$ cat src/rtl/led_fader_pkg.sv
// led_fader_pkg: shared types and defaults for the LED fader.
//   ch_state_e   - per-channel fade state (OFF=0, RISE=1, ON=2, FALL=3)
//   PWM_BITS_DEF - default PWM / brightness width
//   RAMP_DIV_DEF - default ramp prescaler terminal count (~1 s full ramp at 6 MHz)
package led_fader_pkg;

  typedef enum logic [1:0] {
    ST_OFF  = 2'd0,
    ST_RISE = 2'd1,
    ST_ON   = 2'd2,
    ST_FALL = 2'd3
  } ch_state_e;

  localparam int unsigned PWM_BITS_DEF = 8;
  localparam int unsigned RAMP_DIV_DEF = 23436;

  // Channel state from where the level sits relative to its target.
  function automatic ch_state_e derive_state(input logic at_zero,
                                             input logic at_max,
                                             input logic tgt_on);
    if (tgt_on) begin
      return at_max ? ST_ON : ST_RISE;
    end
    return at_zero ? ST_OFF : ST_FALL;
  endfunction

endpackage

$ cat src/rtl/led_fader_if.sv
// led_fader_if: pattern-in / LED-out bundle between sequencer and fader.
//   seq  - target pattern, bit i = 1 requests LED i on
//   led  - PWM drive per LED, 1 = lit
//   busy - any channel still ramping
// master: sequencer / board side; slave: the fader.
interface led_fader_if #(
  parameter int unsigned WORD_SIZE = 2
);
  logic [WORD_SIZE-1:0] seq;
  logic [WORD_SIZE-1:0] led;
  logic                 busy;

  modport master (output seq, input led, input busy);
  modport slave  (input seq, output led, output busy);
endinterface

$ cat src/rtl/led_fader_fade_channel.sv
// fade_channel: one LED channel - brightness level, fade state and PWM compare.
//   clock, reset - system clock, async active-high reset
//   tick         - shared ramp step strobe
//   tgt_on       - current registered target (1 = full, 0 = off)
//   tgt_on_next  - target being loaded this edge, so state lines up with it
//   pwm_cnt      - shared free-running PWM counter
//   led          - registered PWM output
//   state        - registered fade state
// Build option: LED_FADER_GAMMA_EN selects a quadratic brightness curve.
module fade_channel
  import led_fader_pkg::*;
#(
  parameter int unsigned PWM_BITS = PWM_BITS_DEF
) (
  input  logic                clock,
  input  logic                reset,
  input  logic                tick,
  input  logic                tgt_on,
  input  logic                tgt_on_next,
  input  logic [PWM_BITS-1:0] pwm_cnt,
  output logic                led,
  output ch_state_e           state
);

  localparam logic [PWM_BITS-1:0] MAX    = '1;
  localparam int unsigned         PROD_W = 2 * PWM_BITS;

  logic [PWM_BITS-1:0] level;
  logic [PWM_BITS-1:0] level_d;
  logic [PWM_BITS-1:0] eff;

  // One saturating step toward the target per tick.
  always_comb begin
    level_d = level;
    if (tick) begin
      if (tgt_on && (level != MAX)) begin
        level_d = level + PWM_BITS'(1);
      end else if (!tgt_on && (level != '0)) begin
        level_d = level - PWM_BITS'(1);
      end
    end
  end

`ifdef LED_FADER_GAMMA_EN
  // Perceptual curve: upper half of level squared.
  logic [PROD_W-1:0] level_sq;
  always_comb begin
    level_sq = PROD_W'(level) * PROD_W'(level);
    eff      = level_sq[PROD_W-1:PWM_BITS];
  end
`else
  always_comb begin
    eff = level;
  end
`endif

  // State follows the post-edge level and target; full level forces solid on.
  always_ff @(posedge clock or posedge reset) begin
    if (reset) begin
      level <= '0;
      state <= ST_OFF;
      led   <= 1'b0;
    end else begin
      level <= level_d;
      state <= derive_state(level_d == '0, level_d == MAX, tgt_on_next);
      led   <= (eff > pwm_cnt) | (level == MAX);
    end
  end

endmodule

$ cat src/rtl/led_fader.sv
// led_fader: per-bit LED brightness fader between sequencer and LED pins.
//   clock - system clock
//   reset - async active-high reset
//   bus   - led_fader_if slave: seq in, led / busy out
// Parameters: WORD_SIZE channels, PWM_BITS level width, RAMP_DIV prescaler
// terminal count (one level step every RAMP_DIV+1 clocks).
// Build option: LED_FADER_GAMMA_EN enables the quadratic curve in each channel.
module led_fader
  import led_fader_pkg::*;
#(
  parameter int unsigned WORD_SIZE = 2,
  parameter int unsigned PWM_BITS  = PWM_BITS_DEF,
  parameter int unsigned RAMP_DIV  = RAMP_DIV_DEF
) (
  input logic        clock,
  input logic        reset,
  led_fader_if.slave bus
);

  localparam int unsigned RAMP_W = (RAMP_DIV > 0) ? $clog2(RAMP_DIV + 1) : 1;

  logic [WORD_SIZE-1:0] seq_q;
  logic [PWM_BITS-1:0]  pwm_cnt;
  logic [RAMP_W-1:0]    ramp_cnt;
  logic                 tick;
  logic [WORD_SIZE-1:0] led_bits;
  ch_state_e            ch_state [WORD_SIZE];
  logic                 busy_c;

  assign tick = (ramp_cnt == RAMP_W'(RAMP_DIV));

  // Input sampling, free-running PWM counter, ramp prescaler.
  always_ff @(posedge clock or posedge reset) begin
    if (reset) begin
      seq_q    <= '0;
      pwm_cnt  <= '0;
      ramp_cnt <= '0;
    end else begin
      seq_q    <= bus.seq;
      pwm_cnt  <= pwm_cnt + PWM_BITS'(1);
      ramp_cnt <= tick ? '0 : ramp_cnt + RAMP_W'(1);
    end
  end

  for (genvar g = 0; g < WORD_SIZE; g++) begin : g_ch
    fade_channel #(
      .PWM_BITS (PWM_BITS)
    ) u_ch (
      .clock       (clock),
      .reset       (reset),
      .tick        (tick),
      .tgt_on      (seq_q[g]),
      .tgt_on_next (bus.seq[g]),
      .pwm_cnt     (pwm_cnt),
      .led         (led_bits[g]),
      .state       (ch_state[g])
    );
  end

  // Busy while any channel is mid-ramp.
  always_comb begin
    busy_c = 1'b0;
    for (int i = 0; i < WORD_SIZE; i++) begin
      if ((ch_state[i] == ST_RISE) || (ch_state[i] == ST_FALL)) begin
        busy_c = 1'b1;
      end
    end
  end

  assign bus.led  = led_bits;
  assign bus.busy = busy_c;

endmodule

$ cat src/flat_wrapper.sv
// flat-port wrapper written by rule: the top's interface ports become plain ports
module led_fader_flat import led_fader_pkg::*;
#(
  parameter int unsigned WORD_SIZE = 2,
  parameter int unsigned PWM_BITS  = PWM_BITS_DEF,
  parameter int unsigned RAMP_DIV  = RAMP_DIV_DEF
)
  (clock, reset, bus_seq, bus_led, bus_busy);
  led_fader_if #(.WORD_SIZE(WORD_SIZE)) bus_i ();
  input logic clock;
  input logic reset;
  input wire logic [$bits(bus_i.seq)-1:0] bus_seq;
  output wire logic [$bits(bus_i.led)-1:0] bus_led;
  output wire logic [$bits(bus_i.busy)-1:0] bus_busy;
  assign bus_i.seq = bus_seq;
  assign bus_led = bus_i.led;
  assign bus_busy = bus_i.busy;
  led_fader #(.WORD_SIZE(WORD_SIZE), .PWM_BITS(PWM_BITS), .RAMP_DIV(RAMP_DIV)) u_core (.clock(clock), .reset(reset), .bus(bus_i));
endmodule
$ cat config.mk
export PLATFORM = sky130hd
export DESIGN_NAME = led_fader_flat
export DESIGN_NICKNAME = d
export VERILOG_FILES = /design/src/rtl/led_fader_pkg.sv /design/src/rtl/led_fader_if.sv /design/src/rtl/led_fader_fade_channel.sv /design/src/rtl/led_fader.sv /design/src/flat_wrapper.sv
export SDC_FILE = /design/constraint.sdc
export NUM_CORES = 1
export LEC_CHECK = 0
export CELL_PAD_IN_SITES_DETAIL_PLACEMENT = 0
export CELL_PAD_IN_SITES_GLOBAL_PLACEMENT = 1
export CORE_ASPECT_RATIO = 1.75
export CORE_MARGIN = 10
export CORE_UTILIZATION = 49
export CTS_CLUSTER_DIAMETER = 150
export DETAILED_ROUTE_END_ITERATION = 8
export GPL_ROUTABILITY_DRIVEN = 0
export PLACE_DENSITY = 0.84
export REMOVE_ABC_BUFFERS = 1
export SLEW_MARGIN = 10
export SYNTH_ARGS = -nofsm -noshare
export SYNTH_HDL_FRONTEND = slang
export SYNTH_HIERARCHICAL = 1
export SYNTH_SLANG_ARGS = --single-unit
$ cat constraint.sdc
create_clock -name clock -period 4.7 [get_ports clock]
set_clock_uncertainty 0.2 [all_clocks]
set_input_delay 0.705 -clock clock [delete_from_list [all_inputs] [get_ports clock]]
set_output_delay 0.705 -clock clock [all_outputs]
set_load 0.05 [all_outputs]
# Word level (Yosys, flattened, before mapping)
# Index checks and enable logic that the tools add are counted.
# Widths: inputs -> output; s select.
[op_classes] n_addsub=6 order_cmp=2 n_eq_ne=11 mux=19 n_bitwise=2 reduce_logical=12
[op_table] op="$mux 8" n=6
[op_table] op="$eq 8x8->1 const B" n=4
[op_table] op="$add 8x1->8 const B" n=3
[op_table] op="$gt 8x8->1" n=2
[op_table] op="$logic_not 8->1" n=2
[op_table] op="$mux 2" n=8
[op_table] op="$ne 8x8->1 const B" n=2
[op_table] op="$reduce_bool 8->1" n=2
[op_table] op="$sub 8x1->8 const B" n=2
[op_table] op="$add 15x1->15 const B" n=1
[op_table] op="$eq 15x15->1 const B" n=1
[op_table] op="$mux 15" n=1
[op_table] op="$eq 2x1->1 const B" n=2
[op_table] op="$eq 2x2->1 const B" n=2
[op_table] op="$logic_and 1x1->1" n=4
[op_table] op="$mux 1" n=4
[op_table] op="$logic_not 1->1" n=2
[op_table] op="$logic_or 1x1->1" n=2
[op_table] op="$or 1x1->1" n=2
[totals] ff_bits=47 inputBits=4 out_inout_bits=3 word_cells=61

# Longest topological paths before layout
[depth] word_depth=9 ltp_mapped=12 ltp_nobuf=11

# By module
# Netlist, hierarchy kept.
[by_module_without_submodules] module="fade_channel" instances=2 cells_each=108 area_per_inst_um2=948.4 seq_area_each_um2=275.3
[by_module_without_submodules] module="led_fader" instances=1 cells_each=95 area_per_inst_um2=1102.3 seq_area_each_um2=625.6

# Worst setup path before layout
# Ideal clock, no wire load.
[synth_timing] path_kind="register to register" startpoint="register u_core.ramp_cnt[0]" endpoint="register u_core.g_ch[0].u_ch.state[0]" setup_ps=121 arrival_time_ps=3190 t_required_ps=4379 path_slack_ps=1189 path_stages_with_launch=13 path_buffers=1 period_less_slack_ps=3511 path_cell_list="dfrtp_1 -> inv_1 -> ha_1 -> or4b_4 -> nor4_4 -> buf_6 -> nor4b_1 -> nand2_1 -> o32ai_4 -> xor2_2 -> nand4b_1 -> or4b_1 -> a21boi_1"
[synth_between] elab_chain_len=6 word_cells_on_any_way=8 classes_between="2 x eq/ne; 5 x mux; 1 x reduce/logical"
[synth_lines] element="from (decl)" line_no="led_fader.sv:24" text="logic [RAMP_W-1:0] ramp_cnt;"
[synth_lines] element="from (signal assigned)" line_no="led_fader.sv:41" text="ramp_cnt <= tick ? '0 : ramp_cnt + RAMP_W'(1);"
[synth_lines] element="$eq 15x15->1 (*)" line_no="led_fader.sv:30" text="assign tick = (ramp_cnt == RAMP_W'(RAMP_DIV));"
[synth_lines] element="named net u_core.tick" line_no="led_fader.sv:25" text="logic tick;"
[synth_lines] element="$mux 8 (*)" line_no="led_fader_fade_channel.sv:35" text="if (tick) begin"
[synth_lines] element="named net u_core.g_ch[0].u_ch.level_d[7]" line_no="led_fader_fade_channel.sv:29" text="logic [PWM_BITS-1:0] level_d;"
[synth_lines] element="$eq 8x8->1" line_no="led_fader_fade_channel.sv:65" text="state <= derive_state(level_d == '0, level_d == MAX, tgt_on_next);"
[synth_lines] element="$mux 2" line_no="led_fader_pkg.sv:22" text="return at_max ? ST_ON : ST_RISE;"
[synth_lines] element="$mux 2" line_no="led_fader_pkg.sv:21" text="if (tgt_on) begin"
[synth_lines] element="$mux 2 (*)" line_no="led_fader_pkg.sv:24" text="return at_zero ? ST_OFF : ST_FALL;"
[synth_lines] element="to (signal assigned)" line_no="led_fader_fade_channel.sv:65"
[synth_lines] element="to (decl)" line_no="led_fader_fade_channel.sv:22" text="output ch_state_e state"
# Mark *: on every way through the listed nets, which the timed path passes. The rest lies on a longest branch. The select of a mux whose other input is x is not followed.

# Worst setup path in the final report
[layout_timing] startpoint="register u_core.ramp_cnt[0]" endpoint="register u_core.g_ch[1].u_ch.state[0]"
[layout_between] elab_chain_len=6 word_cells_on_any_way=8 classes_between="2 x eq/ne; 5 x mux; 1 x reduce/logical"
[layout_lines] element="$eq 15x15->1 (*)" line_no="led_fader.sv:30"
[layout_lines] element="$mux 8 (*)" line_no="led_fader_fade_channel.sv:35"
[layout_lines] element="named net u_core.g_ch[1].u_ch.level_d[7]" line_no="led_fader_fade_channel.sv:29"
[layout_lines] element="$eq 8x8->1" line_no="led_fader_fade_channel.sv:65"
[layout_lines] element="$mux 2" line_no="led_fader_pkg.sv:22"
[layout_lines] element="$mux 2" line_no="led_fader_pkg.sv:21"
[layout_lines] element="$mux 2 (*)" line_no="led_fader_pkg.sv:24"
[layout_lines] element="to (signal assigned)" line_no="led_fader_fade_channel.sv:65"
[layout_lines] element="to (decl)" line_no="led_fader_fade_channel.sv:22"
# Marks and branches as above.

==> summary.md <==
| Metric | Value |
|---|---|
| Outcome | `finished, final reports clean` |
| Total track usage | `between 10% and 20%` |
| CP Max Fanout | `10` |
| Total power | `~0.65 mW` |
| Post-CTS Setup Inserts | `0` |
| Die footprint | `around 9600 um2` |
| I/O pin total | `7` |
| Area Growth Syn to Fin | `7.45%` |
| CTS resizes | `0` |
| Fin crit period | `3900 ps` |
| Pwr/cell area | `207 nW/um2` |
| Initial core utilization | `around half` |
| Max clock buf depth | `2` |
| Critical path class | `reg2reg` |
| DP HPWL | `~4700 um` |
| Layout cells sized above 1 | `6.62%` |
| Worst-path clk slew | `90 ps` |
| Max Slew Vio Count | `0` |
| Die height | `between 100 and 150 um` |
| Final hold violation count | `0` |
| Die W | `between 70 and 80 um` |
| TritonCTS clock tree | `done` |
| Input/output buffers | `6` |
| # clock sinks | `45` |
| Setup repair after global routing missed its margin | `no` |
| Mean Syn Cell Area | `between 9 and 10 um2` |
| FP Rows | `37` |
| Vias in the first global route | `around 2,300` |
| Worst endpoint data arrival time | `around 3900 ps` |
| Root Driver | `clkbuf_8` |
| Hold_buf cts | `0` |
| Post-Route WL | `6130 um` |
| Via count | `roughly 2,200` |
| Cell count after synthesis | `307` |
| Final setup viols | `0` |
| DRT iter0 DRCs | `100` |
| Antenna violations before repair | `0` |
| First-pass GRT wire length | `between 10,000 and 15,000 um` |
| Largest net degree at the start of global routing | `26` |
| Diode count | `0` |
| Core area | `around 5900 um2` |
| Gr ovfl total | `0` |
| Antenna viol nets, final | `0` |
| YS warnings | `6` |
| Worst Path Required | `roughly 4700 ps` |
| WL/cell | `about 16 um` |
| Setup crit start kind | `register` |
| Setup_tns | `0 ps` |
| DRC | `0` |
| Worst-Margin Slew | `about 960 ps` |
| Vias per cell | `around 5.6` |
| Worst-Skew Late Latency | `~300 ps` |
| Post-Syn Area | `approximately 3000 um2` |
| Worst setup EP type | `register` |
| Number of detailed-routing iterations run before antenna repair | `5` |
| Tcrit/Tclk final | `83.1%` |
| Cts bufs inserted | `5` |
| Max-Cap Viols | `0` |
| Max_slew headroom | `36.0%` |
| Peak supply drop | `approximately 0.18 mV` |
| Htree depth | `2` |
| Max Clk Rate | `~0.26 GHz` |
| Pleak | `roughly 1.5 nW` |
| Final net count | `~340` |
| Worst Hold Class | `reg2reg` |
-- where the power goes --
part / switching (mW) / total (mW) / internal (mW)
Sequential: 0.00260 / 0.391 / 0.388
Combinational: 0.0131 / 0.0183 / 0.00520
Clock: 0.137 / 0.243 / 0.106
Total: 0.153 / 0.652 / 0.499
-- flip-flops by register name, indices dropped and copies added (netlist names) --
name and cells:
u_core/g_ch.u_ch/led 2, u_core/ramp_cnt 15, u_core/g_ch.u_ch/eff 16, u_core/seq_q 2
u_core/pwm_cnt 8, u_core/g_ch.u_ch/state 2
-- final timing paths --
| path | startpoint | end | slack (ps) | depth (start not counted) |
|---|---|---|---|---|
| max | u_core/ramp_cnt[0] | u_core/g_ch[1].u_ch/state[0] | 800 | 11 |
| min reg2reg | u_core/ramp_cnt[10] | u_core/ramp_cnt[10] | 290 | 1 |
| max reg2reg | u_core/ramp_cnt[0] | u_core/g_ch[1].u_ch/state[0] | 800 | 11 |
| max in group asynchronous | reset | u_core/pwm_cnt[6] | 2900 | 2 |
| min in group asynchronous | reset | u_core/g_ch[0].u_ch/state[0] | 570 | 2 |
| min | u_core/ramp_cnt[10] | u_core/ramp_cnt[10] | 290 | 1 |
-- through the flow --
step	instance area (um2)	hold slack [ps]	instances	util (%)	worst slack, ps
2_1_floorplan	2890	248	301	-	925
3_3_place_gp	3070	280	387	52.2	897
3_5_place_dp	3070	274	387	52.2	841
4_1_cts	3160	292	395	53.7	809
5_1_grt	3160	321	395	53.7	513
6_report	3160	287	395	53.7	796
-- worst max-delay path, stage by stage (launching register included) --
cell	delay, ps
dfrtp_1	440
inv_1	80
ha_1	140
or4b_4	470
nor4_4	470
nor4b_1	610
nand2_1	190
o32ai_4	260
xor2_2	190
nand4b_1	100
or4b_1	500
a21boi_1	140
-- area by class of cell --
cell class                      count  area, um2
Fill cell                         561       2720
Multi-Input combinational cell    218       1630
Sequential cell                    45       1130
Inverter                           38        143
Tap cell                           78       97.6
Timing Repair Buffer                8       75.1
Clock buffer                        5       68.8
Clock inverter                      3       22.5
-- cells in the final DEF (no fill, tap or decap), types with 6 or more instances in the layout --
cell type and instances:
dfrtp_1 45, inv_1 38, nand3_1 15, nor3_1 8, nor2_1 18, and4_1 6
a21oi_1 13, nand2_1 23, nand4_1 6, xnor2_1 14, and3_1 10, ha_1 23
xor2_1 14, clkdlybuf4s50_1 6
-- metal layers --
metal	up-vias	share of wire (%)	GRT usage (%)
met5	-	0	0
met1	1090	40	14.7
met3	10	2.2	2.05
met2	27	56	25.8
met4	0	2.3	5.86
li1	1102	-	-
(Power assumes the default switching activity.)
